<file path="src/rtl/axi_dma_arbiter.sv">
// axi_dma_arbiter: shares one axi_dma transfer engine between C_NUM_REQ
// requesters. One descriptor is granted, latched, issued to the DMA and
// completed with a one-cycle done/error pulse back to its owner.
// Optional build macro AXI_DMA_ARB_FIXED_PRIO_EN selects fixed priority
// (lowest index wins); when undefined the grant is round-robin.
module axi_dma_arbiter #(
  parameter int C_NUM_REQ          = 4,
  parameter int C_AXI_ADDR_WIDTH_H = 64,
  parameter int C_AXI_ADDR_WIDTH_F = 32,
  parameter int C_LEN_WIDTH        = 24,
  localparam int PW = (C_NUM_REQ > 1) ? $clog2(C_NUM_REQ) : 1
) (
  input  logic                                    clk,
  input  logic                                    rst,
  input  logic [C_NUM_REQ-1:0]                    req_valid,
  output logic [C_NUM_REQ-1:0]                    req_ready,
  input  logic [C_NUM_REQ-1:0]                    req_dir,
  input  logic [C_NUM_REQ*C_AXI_ADDR_WIDTH_H-1:0] req_host_addr,
  input  logic [C_NUM_REQ*C_AXI_ADDR_WIDTH_F-1:0] req_fpga_addr,
  input  logic [C_NUM_REQ*C_LEN_WIDTH-1:0]        req_len,
  output logic [C_NUM_REQ-1:0]                    done_valid,
  output logic [C_NUM_REQ-1:0]                    done_error,
  output logic                                    cmd_valid,
  input  logic                                    cmd_ready,
  output logic                                    cmd_dir,
  output logic [C_AXI_ADDR_WIDTH_H-1:0]           cmd_host_addr,
  output logic [C_AXI_ADDR_WIDTH_F-1:0]           cmd_fpga_addr,
  output logic [C_LEN_WIDTH-1:0]                  cmd_len,
  input  logic                                    cmd_done,
  input  logic                                    cmd_error,
  output logic                                    busy,
  output logic [PW-1:0]                           owner
);

  typedef enum logic [1:0] {IDLE, ISSUE, WAIT, RESP} state_t;

  state_t                        r_state;
  logic [PW-1:0]                 r_owner;
  logic                          r_error;
  logic                          r_busy;
  logic                          r_cmd_valid;
  logic                          r_cmd_dir;
  logic [C_AXI_ADDR_WIDTH_H-1:0] r_cmd_host_addr;
  logic [C_AXI_ADDR_WIDTH_F-1:0] r_cmd_fpga_addr;
  logic [C_LEN_WIDTH-1:0]        r_cmd_len;
  logic [C_NUM_REQ-1:0]          r_done_valid;
  logic [C_NUM_REQ-1:0]          r_done_error;

  logic [PW-1:0]                 w_grant;
  logic                          w_found;
  logic                          w_handshake;
  logic [C_LEN_WIDTH-1:0]        w_sel_len;

`ifdef AXI_DMA_ARB_FIXED_PRIO_EN
  // Fixed priority: scan downwards so the lowest valid index is the last write.
  always_comb begin
    w_grant = '0;
    w_found = 1'b0;
    for (int i = C_NUM_REQ - 1; i >= 0; i--) begin
      if (req_valid[i]) begin
        w_grant = PW'(i);
        w_found = 1'b1;
      end
    end
  end
`else
  logic [PW-1:0] r_rr_ptr;
  logic [PW-1:0] w_idx;

  // Round-robin: first valid requester at or after the pointer, wrapping.
  always_comb begin
    w_grant = '0;
    w_found = 1'b0;
    w_idx   = '0;
    for (int i = 0; i < C_NUM_REQ; i++) begin
      w_idx = PW'((int'(r_rr_ptr) + i) % C_NUM_REQ);
      if (!w_found && req_valid[w_idx]) begin
        w_grant = w_idx;
        w_found = 1'b1;
      end
    end
  end

  // Pointer moves to the slot after the winner so it gets lowest priority next.
  always_ff @(posedge clk or posedge rst) begin
    if (rst) begin
      r_rr_ptr <= '0;
    end else if (w_handshake) begin
      r_rr_ptr <= (int'(w_grant) == C_NUM_REQ - 1) ? '0 : PW'(int'(w_grant) + 1);
    end
  end
`endif

  assign w_handshake = (r_state == IDLE) && w_found;
  assign w_sel_len   = req_len[int'(w_grant)*C_LEN_WIDTH +: C_LEN_WIDTH];

  // Ready goes only to the winner, only in IDLE, and is forced low during reset.
  always_comb begin
    req_ready = '0;
    if (w_handshake && !rst) begin
      req_ready[w_grant] = 1'b1;
    end
  end

  // Sequencer: grant/latch, issue to DMA, wait for completion, pulse the owner.
  always_ff @(posedge clk or posedge rst) begin
    if (rst) begin
      r_state         <= IDLE;
      r_owner         <= '0;
      r_error         <= 1'b0;
      r_busy          <= 1'b0;
      r_cmd_valid     <= 1'b0;
      r_cmd_dir       <= 1'b0;
      r_cmd_host_addr <= '0;
      r_cmd_fpga_addr <= '0;
      r_cmd_len       <= '0;
      r_done_valid    <= '0;
      r_done_error    <= '0;
    end else begin
      r_done_valid <= '0;
      r_done_error <= '0;
      case (r_state)
        IDLE: begin
          if (w_handshake) begin
            r_owner         <= w_grant;
            r_busy          <= 1'b1;
            r_cmd_dir       <= req_dir[w_grant];
            r_cmd_host_addr <= req_host_addr[int'(w_grant)*C_AXI_ADDR_WIDTH_H +: C_AXI_ADDR_WIDTH_H];
            r_cmd_fpga_addr <= req_fpga_addr[int'(w_grant)*C_AXI_ADDR_WIDTH_F +: C_AXI_ADDR_WIDTH_F];
            r_cmd_len       <= w_sel_len;
            if (w_sel_len != '0) begin
              r_state     <= ISSUE;
              r_cmd_valid <= 1'b1;
              r_error     <= 1'b0;
            end else begin
              r_state               <= RESP;
              r_error               <= 1'b1;
              r_done_valid[w_grant] <= 1'b1;
              r_done_error[w_grant] <= 1'b1;
            end
          end
        end
        ISSUE: begin
          if (cmd_ready) begin
            r_cmd_valid <= 1'b0;
            r_state     <= WAIT;
          end
        end
        WAIT: begin
          if (cmd_done) begin
            r_error               <= cmd_error;
            r_done_valid[r_owner] <= 1'b1;
            r_done_error[r_owner] <= cmd_error;
            r_state               <= RESP;
          end
        end
        RESP: begin
          r_busy  <= 1'b0;
          r_state <= IDLE;
        end
        default: begin
          r_state <= IDLE;
        end
      endcase
    end
  end

  assign cmd_valid     = r_cmd_valid;
  assign cmd_dir       = r_cmd_dir;
  assign cmd_host_addr = r_cmd_host_addr;
  assign cmd_fpga_addr = r_cmd_fpga_addr;
  assign cmd_len       = r_cmd_len;
  assign done_valid    = r_done_valid;
  assign done_error    = r_done_error;
  assign busy          = r_busy;
  assign owner         = r_owner;

endmodule

</file>
<file path="config.mk">
export PLATFORM = sky130hd
export DESIGN_NAME = axi_dma_arbiter
export DESIGN_NICKNAME = d
export VERILOG_FILES = /design/src/rtl/axi_dma_arbiter.sv
export SDC_FILE = /design/constraint.sdc
export NUM_CORES = 1
export LEC_CHECK = 0
export BUFFER_PORTS_ARGS = -buffer_cell sky130_fd_sc_hd__buf_2
export CAP_MARGIN = 0
export CELL_PAD_IN_SITES_DETAIL_PLACEMENT = 1
export CELL_PAD_IN_SITES_GLOBAL_PLACEMENT = 2
export CORE_AREA = 2 2 242 244
export CTS_CLUSTER_SIZE = 20
export DETAILED_ROUTE_END_ITERATION = 8
export DIE_AREA = 0 0 244 246
export PLACE_DENSITY = 0.8
export SETUP_SLACK_MARGIN = 0.05
export SLEW_MARGIN = 5
export SYNTH_ARGS = -nofsm -noshare
export SYNTH_HDL_FRONTEND = slang
export SYNTH_SLANG_ARGS = --single-unit
</file>
<file path="constraint.sdc">
create_clock -name clk -period 4 [get_ports clk]
set_input_delay 0.4 -clock clk [delete_from_list [all_inputs] [get_ports clk]]
set_output_delay 0.4 -clock clk [all_outputs]
set_load 0.005 [all_outputs]
</file>
Yosys cells after proc, flatten, opt, wreduce, memory -nomap -nowiden --
Cells that the tools add are included.
Operators by class: add/subtract/negate cells 4, multipliers 1, $lt $le $gt $ge 8, eq/ne operators 8, shifts and indexed selects 3, multiplexer cells 41, bitwise logic cells 1, reduce and logical (&&, ||, !) cells 19
Operators by type and width (count):
- $shiftx 256x9->64 | 1
- $shiftx 128x8->32 | 1
- $shiftx 96x8->24 | 1
- $reduce_bool 24->1 | 1
- $mux 4 | 5
- $lt 2x3->1 const B | 6
- $mux 2 | 9
- $pmux 4 s2 | 2
- $mux 1 | 15
- $bmux 1 s2 | 5
- $pmux 2 s4 | 1
- $logic_and 1x1->1 | 7
- $ne 2x2->1 const B | 3
- $add 2x1->2 const B | 2
- $add 2x2->2 const B | 2
- $and 4x4->4 | 1
- $demux 1 s2 | 2
- $eq 2x1->1 const B | 2
- $eq 2x2->1 const B | 2
- $ge 2x1->1 const B | 2
- $logic_not 1->1 | 4
- $mul 2x2->4 const B | 1
- $pmux 1 s2 | 2
- $reduce_and 2->1 | 2
- 5 further kinds | 6
Storage, ports and cells: bits in registers 137, output and inout bits 137, logic and storage cells 96

Logic depth before layout (Yosys ltp) --
depth after elaboration 19, mapped depth 13

Worst setup path before layout --
No wires, ideal clock.
path kind input -> output, start point input rst, end point output req_ready[0], arrival 3734 ps, data required time 3600 ps, setup slack -134 ps, cell stages on the path 2, path buffers 0, cell sequence inv_1 -> and3_1
Between the ends: word-level cells in the longest chain between the ends 3
RTL lines:
- from (decl) | RTL line 14 | input logic rst,
- $logic_not 1->1 (no line)
- $logic_and 1x1->1 | RTL line 100 | if (w_handshake && !rst) begin
- $mux 4 | RTL line 100
- to (decl) | RTL line 16 | output logic [C_NUM_REQ-1:0] req_ready,
No other way between the ends.

Final worst setup path --
start point register r_rr_ptr[1], end point register r_cmd_valid (netlist: cmd_valid)
Between the ends: word-level cells in the longest chain between the ends 17, elaborated cells on any way between the ends 32
RTL lines:
- from (decl) | RTL line 67 | logic [PW-1:0] r_rr_ptr;
- from (signal assigned) | RTL line 89 | r_rr_ptr <= (int'(w_grant) == C_NUM_REQ - 1) ? '0 : PW'(int'(w_grant) + 1);
- parallel branches: the longest is 16 deep, another holds $mul 2x2->4
- $reduce_and 4->1 (no line) (*)
- to (signal assigned) | RTL line 112 | r_cmd_valid <= 1'b0;
- to (signal assigned) | RTL line 133 | r_cmd_valid <= 1'b1;
- to (signal assigned) | RTL line 145 | r_cmd_valid <= 1'b0;
- to (decl) | RTL line 41 | logic r_cmd_valid;
Every way passes the cells marked *. The select of a mux whose other input is x is not followed. A chain may end at the register's enable or synchronous reset.

==> results by group <==
Status
  – Outcome: finished, final reports clean

Min path
  – Hold Crit Class: input port to flip-flop
  – WHS Endpoint: cmd_host_addr[60]
  – Worst hold stages: 5
  – HP Start: req_host_addr[188]

Floorplanning
  – Initial core utilization: 15.91%
  – Core area: 0.05737 mm²
  – Die Ht: 246 µm
  – Die Area: 0.06002 mm²
  – # IOs: 630
  – Die Wd: 244 µm
  – Num rows: 88

Worst setup path
  – Worst path max stage delay: 550 ps
  – Reg2Reg Capture Point: cmd_valid
  – Worst EP required: 4340 ps
  – Worst R2R Path Depth: 10
  – Worst R2R Setup Slack: 660 ps
  – Worst Setup SP: r_rr_ptr[1]
  – CP endpoint kind: flip-flop
  – Most common cell type on the critical path: mux2i_1
  – Worst R2R Start: r_rr_ptr[1]
  – Critical path depth in cells: 10
  – Crit path buffers/inverters: 1
  – Slowest CP cell: or4_1
  – Worst Path Max Fanout: 59
  – Worst Path Arrival: 3680 ps
  – Setup CP Type: flip-flop to flip-flop
  – CP startpoint kind: flip-flop
  – Sequence of cells on the critical path: or3b_1, o21ai_2, nor2_8, inv_8, mux2i_1, mux2i_1, or4_1, nor2_1, and3_1, o211ai_1
  – Top delay family on crit path: simple AND/OR/NAND/NOR gates

Synthesis
  – Sequential-to-total area share from yosys stat: 37.57%
  – Seq cells post-synth: 137
  – Unique masters post-synth: 40
  – Ranking of synthesized cells by area: dfrtp_1, nand2_1, nand3_1
  – Yosys Warn Count: 0
  – Synth Instances: 1,348
  – Post-Syn Area: 0.009125 mm²
  – Yosys top cell by area: dfrtp_1
  – Syn nets: 1,849
  – Syn avg cell area: 6.769 µm²
  – Synth top area share: 37.57%

STA
  – Slew Viols, Final: 0
  – Setup tns final: 0 ps
  – Final Hold Fails: 0
  – Peak Freq: 299.2 MHz
  – Worst-margin pin slew: 1289 ps
  – Setup WS post-layout: 657.4 ps
  – Setup Skew: 8.203 ps
  – RSZ-0062 raised after global routing: no
  – Crit path time final: 3343 ps
  – Final period utilization: 83.56%
  – # setup viols final: 0
  – Max-slew headroom: 14.05%

Clock tree
  – Clock tree buffer depth: 2
  – # clock sinks: 137
  – H-tree depth: 4
  – Num CTS Buffers: 17
  – Insertion delay to the later sink of the worst-skew pair: 470 ps
  – CTS clk-pin slew, worst paths: 70 ps
  – CTS tree: done
  – CTS Root Buffer Type: clkbuf_16

Cells and area
  – Share of cells above drive strength 1: 35.65%
  – P&R area growth vs syn: 48.80%
  – Post-route cell area: 0.01358 mm²
  – Fill cells: 7,268
  – # nets final: 2,412
  – Register Area: 0.003428 mm²
  – Multi-input combinational cell area: 0.005234 mm²
  – Commonest non-fill, non-tap cell in the layout: nand2_1
  – Most frequent cells in the layout: nand2_1, buf_2, nand3_1, dfrtp_1, mux2i_1

Global route
  – GRT Total Usage: 14.94%
  – First-pass GRT wire length: 69,010 µm
  – Gr ovfl total: 0
  – Vias in the first global route: 12,000
  – Initial antenna violation count: 5
  – Largest net degree at the start of global routing: 197

Run
  – MaxCap Viol Count: 0

Place
  – DP Area: 0.01296 mm²
  – Placement Setup Slack: 583.0 ps
  – GPL Wtd Cong: 0.8552
  – Buffers on Ports: 629
  – HPWL after detailed placement: 35,820 µm

Drt
  – Final WL: 45,890 µm
  – Vias per inst: 4.230
  – DRC: 0
  – Starting DRT DRC Count: 372
  – DR vias: 11,390
  – Antenna Nets Post-Route: 0
  – Drt pass-1 iters: 4
  – DR WL/cell: 17.04 µm

Power
  – Leakage: 7.636 nW
  – Max VDD drop: 0.5266 mV
  – PwrDens: 664.3 mW/mm²
  – Power Total: 9.020 mW
## metrics by stage
stage	util [%]	hold WS, ps	std cells
6_report	23.67	268.7	2693
5_1_grt	23.67	263.1	2693
4_1_cts	23.65	221.5	2689
3_5_place_dp	22.60	457.3	2656
3_3_place_gp	22.60	453.8	2656
2_1_floorplan	-	469.9	1348
## state kept, by name (all words and copies together), names as in the netlist
signal,flops
owner,2
cmd_len,24
busy,1
done_valid,4
cmd_fpga_addr,32
r_state,2
r_rr_ptr,2
cmd_dir,1
cmd_host_addr,64
done_error,4
cmd_valid,1
## cell usage after synthesis
cell type and instances:
a21boi_0 1, a21o_1 1, a21oi_1 6, a221oi_1 1, a22oi_1 1, a31o_1 8
a31o_2 2, a31oi_1 1, and2_1 4, and3_1 7, buf_1 13, buf_4 2
buf_6 3, buf_8 3, clkbuf_1 80, dfrtp_1 137, ha_1 8, inv_1 7
inv_2 1, inv_6 1, mux2i_1 71, nand2_1 662, nand2b_1 3, nand3_1 292
nand4_1 2, nor2_1 8, nor2_8 1, nor2b_1 1, nor3_1 4, nor3b_1 1
nor4_1 3, nor4b_1 1, o211ai_1 2, o21a_1 1, o21ai_0 2, o21ai_2 1
o22a_1 1, o32a_1 1, or3b_1 1, or4_1 3
## where the power goes
part / internal [mW] / switching [mW] / leakage [nW] / total (mW)
Combinational: 1.77 / 3.19 / 5.65 / 4.97
Sequential: 2.06 / 0.366 / 1.70 / 2.42
Clock: 0.928 / 0.702 / 0.291 / 1.63
Total: 4.76 / 4.26 / 7.64 / 9.02
## final cells by class
| class | instances | share of cell area (%) |
|---|---|---|
| Antenna cell | 4 | 0.07372 |
| Clock buffer | 17 | 3.133 |
| Clock inverter | 15 | 1.235 |
| Inverter | 9 | 0.3502 |
| Multi-Input combinational cell | 1101 | 38.55 |
| Sequential cell | 137 | 25.25 |
| Tap cell | 765 | 7.049 |
| Timing Repair Buffer | 645 | 24.36 |
## timing repair
action                                 CTS  global route
hold buffers                             1             0
buffers inserted                         0             0
gates resized for setup                  0             0
setup endpoints to repair                0             0
endpoints found under the hold margin   20             0
## worst max-delay path by stage
stage | end | slack [ps]
final | cmd_valid | 660
after global routing | cmd_valid | 420
after CTS | cmd_valid | 600
after detailed placement | cmd_valid | 580
after global placement | cmd_valid | 700
after floorplan | req_ready[0] | 650
## kinds of logic after synthesis
kind of cell	Yosys count	synth area share (%)
AND/OR/NAND/NOR	993	45.91
multiplexers	71	7.788
buffers and inverters	110	5.279
flip-flops	137	37.57
adder cells (fa/ha/maj)	8	1.097
AO/OA/AOI/OAI	29	2.359
## worst reg2reg max path, stage by stage, from the launching register on
cell	delay [ps]
dfrtp_1	470
or3b_1	420
o21ai_2	140
nor2_8	90
inv_8	340
mux2i_1	280
mux2i_1	110
or4_1	550
nor2_1	250
and3_1	400
o211ai_1	150
## per-layer routing
layer  up-vias  share of wire (%)  track usage (%)
met5         -              0.033                0
met4         2                2.6            5.631
met3        68                5.6            3.976
met2       356                 52            26.76
met1      5415                 40            16.90
li1       5551                  -                -
No activity file was read; power rests on OpenSTA's default activity.
